<file path="src/rtl/uart_pkg.sv">
// Shared UART constants and state type for the receive, transmit
// and display-counter paths.
package uart_pkg;

  localparam int unsigned CLK_FREQ_HZ = 100_000_000;
  localparam int unsigned UART_BAUD = 9600;
  localparam int unsigned UART_CLK_DIV =
    (CLK_FREQ_HZ + UART_BAUD / 2) / UART_BAUD;

  typedef enum logic [1:0] {
    IDLE,
    START,
    DATA,
    STOP
  } rx_state_t;

endpackage

</file>
<file path="src/rtl/uart_byte_rx_bit_sync.sv">
// Two-flop synchronizer with falling-edge detect for async inputs.
// All flops reset high so an idle-high line reports no edge.
module bit_sync (
  input  logic clk,
  input  logic rst,
  input  logic i_async,
  output logic o_sync,
  output logic o_fell
);

  logic r_s1;
  logic r_s2;
  logic r_s2_d;

  always_ff @(posedge clk) begin
    if (rst) begin
      r_s1   <= 1'b1;
      r_s2   <= 1'b1;
      r_s2_d <= 1'b1;
    end else begin
      r_s1   <= i_async;
      r_s2   <= r_s1;
      r_s2_d <= r_s2;
    end
  end

  assign o_sync = r_s2;
  assign o_fell = r_s2_d & ~r_s2;

endmodule

</file>
<file path="src/rtl/uart_byte_rx.sv">
// 8N1 UART receiver: mid-bit sampling, one-cycle valid and
// framing-error strobes, last good byte held on rx_data.
module uart_byte_rx
  import uart_pkg::*;
#(
  parameter int unsigned CLK_DIV = UART_CLK_DIV
) (
  input  logic       clk,
  input  logic       rst,
  input  logic       rx,
  output logic [7:0] rx_data,
  output logic       rx_valid,
  output logic       frame_err,
  output logic       busy
);

  localparam int unsigned HALF_DIV = CLK_DIV / 2;
  localparam logic [15:0] HALF_M1 = 16'(HALF_DIV - 1);
  localparam logic [15:0] FULL_M1 = 16'(CLK_DIV - 1);

  logic      w_rx_s;
  logic      w_fell;
  rx_state_t r_state;
  logic [15:0] r_cnt;
  logic [2:0]  r_bit;
  logic [7:0]  r_shift;
  logic [7:0]  r_data;
  logic        r_valid;
  logic        r_ferr;

  bit_sync u_sync (
    .clk     (clk),
    .rst     (rst),
    .i_async (rx),
    .o_sync  (w_rx_s),
    .o_fell  (w_fell)
  );

  always_ff @(posedge clk) begin
    if (rst) begin
      r_state <= IDLE;
      r_cnt   <= '0;
      r_bit   <= '0;
      r_shift <= '0;
      r_data  <= '0;
      r_valid <= 1'b0;
      r_ferr  <= 1'b0;
    end else begin
      r_valid <= 1'b0;
      r_ferr  <= 1'b0;
      unique case (r_state)
        IDLE: begin
          if (w_fell) begin
            r_state <= START;
            r_cnt   <= '0;
          end
        end
        START: begin
          if (r_cnt == HALF_M1) begin
            r_cnt   <= '0;
            r_bit   <= '0;
            r_state <= w_rx_s ? IDLE : DATA;
          end else begin
            r_cnt <= r_cnt + 16'd1;
          end
        end
        DATA: begin
          if (r_cnt == FULL_M1) begin
            r_cnt   <= '0;
            r_shift <= {w_rx_s, r_shift[7:1]};
            r_bit   <= r_bit + 3'd1;
            if (r_bit == 3'd7) r_state <= STOP;
          end else begin
            r_cnt <= r_cnt + 16'd1;
          end
        end
        STOP: begin
          if (r_cnt == FULL_M1) begin
            r_cnt   <= '0;
            r_state <= IDLE;
            // a low stop bit discards the byte
            if (w_rx_s) begin
              r_data  <= r_shift;
              r_valid <= 1'b1;
            end else begin
              r_ferr <= 1'b1;
            end
          end else begin
            r_cnt <= r_cnt + 16'd1;
          end
        end
        default: r_state <= IDLE;
      endcase
    end
  end

  assign rx_data   = r_data;
  assign rx_valid  = r_valid;
  assign frame_err = r_ferr;
  assign busy      = (r_state != IDLE);

endmodule

</file>
<file path="config.mk">
export PLATFORM = sky130hd
export DESIGN_NAME = uart_byte_rx
export DESIGN_NICKNAME = d
export VERILOG_FILES = /design/src/rtl/uart_pkg.sv /design/src/rtl/uart_byte_rx_bit_sync.sv /design/src/rtl/uart_byte_rx.sv
export SDC_FILE = /design/constraint.sdc
export NUM_CORES = 1
export LEC_CHECK = 0
export CORE_UTILIZATION = 50
export DETAILED_ROUTE_END_ITERATION = 10
export HOLD_SLACK_MARGIN = 0.12
export PLACE_DENSITY = 0.75
export SYNTH_ARGS = -nofsm -noshare
export SYNTH_HDL_FRONTEND = slang
export SYNTH_HIERARCHICAL = 1
export SYNTH_SLANG_ARGS = --single-unit
</file>
<file path="constraint.sdc">
create_clock -name clk -period 5.2 [get_ports clk]
set_input_delay 0.52 -clock clk [delete_from_list [all_inputs] [get_ports clk]]
set_output_delay 0.52 -clock clk [all_outputs]
set_load 0.05 [all_outputs]
</file>
==> flow_metrics.tcl <==
set metrics [dict create \
    status "finished, final reports clean" \
    timing.hold.ws_ns 0.417 \
    drv_cap 0 \
    hold_violations 0 \
    first_pass_iters 6 \
    antennaDiodeCount 0 \
    htree_levels 2 \
    grt_pass1_vias 1442 \
    cts_sinks 42 \
    initial_core_util 0.522 \
    synth_cell_type_count 55 \
    rows 23 \
    vias 1706 \
    relSlewSlack 0.569 \
    avgSynthCellArea_um2 9.07 \
    async_flop_share 0 \
    r2r_end "rx_data[5]" \
    portBuffers 13 \
    layout-drive-gt1-share 0.103 \
    path_clk_slew_ns 0.09 \
    seq_area_frac_synth 0.403 \
    synth_edf_count 0 \
    tns_ns 0 \
    root_buffer "clkbuf_8" \
    timing.final.crit_share 0.474 \
    rsz0062_at_grt "false" \
    gp_congestion 0.808 \
    netlist_top_cells_area "dfxtp_1 40%, mux2i_1 7.7%, nor2_1 4.3%" \
    cts_tree "built" \
    crit_type "reg2out" \
    cts_resized 0 \
    cts_hold_buf 0 \
    cp-end-kind "output pin" \
    start_kind "flip-flop" \
    min_from "u_sync/r_s1" \
    antenna_left 0 \
    drc 0 \
    min_to "u_sync/o_sync" \
    power.density_nw_per_um2 248 \
    crit_fanout 18 \
    routed_via_density 5.84 \
    cts_made_buffers 5 \
    synthCells 230 \
    hold_depth 1 \
    utilization 0.582 \
    clock_latency_ns 0.30 \
    dr.first_iter.drc_count 92 \
    wl_per_cell_um 14.2 \
    synthFlopType "dfxtp_1" \
    synth_most_common_cell "dfxtp_1" \
    grt_antenna_before_repair 0 \
    ios 14 \
    crit_required_ns 4.68 \
    ff2ff_path_depth 7 \
    netlist_area_um2 2090 \
    fin_crit_ns 2.46 \
    core-area_um2 4000 \
    synth_top_area_share 0.403 \
    routed_wl_um 4150 \
    p_leak_uw 0.000887 \
    ys_ff_latch 42 \
    track_usage 0.201 \
    worstMarginPinSlew_ns 0.645 \
    die-area_um2 4440 \
    power.total_uw 578 \
    timing.rr.start "r_cnt[0]" \
    cp_data_arrival_time_ns 1.94 \
    cts_setup_buffers 0 \
    dp_slack_ns 2.71 \
    setup_viol 0 \
    clock_skew_ns 0.00854 \
    hpwl_um 2820 \
    yosys_warnings 6 \
    synth.cells.most_frequent "42 x dfxtp_1, 24 x nor2_1, 18 x nand2_1, 16 x mux2i_1, 12 x a21oi_1" \
    reg2reg_slack_ns 2.94 \
    final.setup.worst_slack_ns 2.74 \
    grt_pass1_wl_um 6800 \
    hold_class "reg2reg" \
    fin_nets 248 \
    area_growth_pct 11.6 \
    die_w_um 66.6 \
    drv_slew 0 \
    syn_nets 237 \
    die_h_um 66.6 \
    ir_worst_vdd_mv 0.170 \
    fmax_mhz 406 \
    n_fill_cell 355 \
    yosys.area.top_type "dfxtp_1" \
    grt_max_degree 37 \
    cts_buffer_depth 2 \
    grt.overflow.total 0 \
]
[flip-flops by register name, summed over array words and instances (netlist names), named ones only]
signal	flops
r_cnt	16
r_shift	8
rx_data	8
r_bit	3
frame_err	1
r_state	1
rx_valid	1
u_sync/o_sync	1
u_sync/r_s1	1
u_sync/r_s2_d	1
[report_power, final]
part	switching (µW)	internal [µW]
clock	128	99.8
sequential	2.45	323
combinational	15.3	8.66
[cell type report]
| type | count | area, µm² | share of cell area |
|---|---|---|---|
| clock inverters | 3 | 26.3 | 0.0113 |
| inverters | 5 | 18.8 | 0.00806 |
| multi-input cells | 173 | 1170 | 0.504 |
| clock buffers | 5 | 68.8 | 0.0295 |
| flip-flops and latches | 42 | 841 | 0.361 |
| repair buffers | 14 | 138 | 0.0591 |
| well taps | 50 | 62.6 | 0.0269 |
[per-stage QoR]
stage | instances | instance area (µm²)
after floorplan | 230 | 2090
after global placement | 284 | 2230
after detailed placement | 284 | 2230
after CTS | 292 | 2330
after global routing | 292 | 2330
final | 292 | 2330
[kinds of logic after synthesis]
| group | after synthesis | share of synthesized area |
|---|---|---|
| fa+ha+maj | 4 | 0.0240 |
| flops | 42 | 0.403 |
| simple gates | 116 | 0.347 |
| buf+inv | 15 | 0.0342 |
| compound gates | 37 | 0.116 |
| mux | 16 | 0.0767 |
[routing by layer]
layer | vias to the layer above | wire length (µm) | GRT usage
li1 | 859 | - | -
met1 | 798 | 2080 | 0.281
met2 | 43 | 1870 | 0.298
met3 | 6 | 138 | 0.0479
met4 | 0 | 59 | 0.0665
met5 | - | 0 | 0
[worst max-delay path by stage]
stage | startpoint | end | slack [ns] | cells past startpoint
finish | flip-flop | busy | 2.74 | 2
global route | flip-flop | busy | 2.65 | 2
CTS | flip-flop | busy | 2.74 | 2
detailed placement | rst | r_cnt[15] | 2.71 | 7
global placement | rst | r_cnt[15] | 2.75 | 7
floorplan | r_cnt[0] | r_cnt[9] | 3.51 | 7
[placed cells by master, fill, tap and decap left out, drive strengths merged, types with 6 or more instances in the layout]
cell type,n
nor2,25
dfxtp,42
mux2i,16
or2,6
a31oi,8
nand2,19
nand3,12
or3,7
a21oi,12
nor3,6
clkdlybuf4s50,13
inv,8
[worst max-delay path, cell delays in order, from the launching register on]
cell and delay [ns]:
dfxtp_1 0.63, or2_2 0.22, clkdlybuf4s50_1 0.80
No activity file was read; power rests on OpenSTA's default activity.
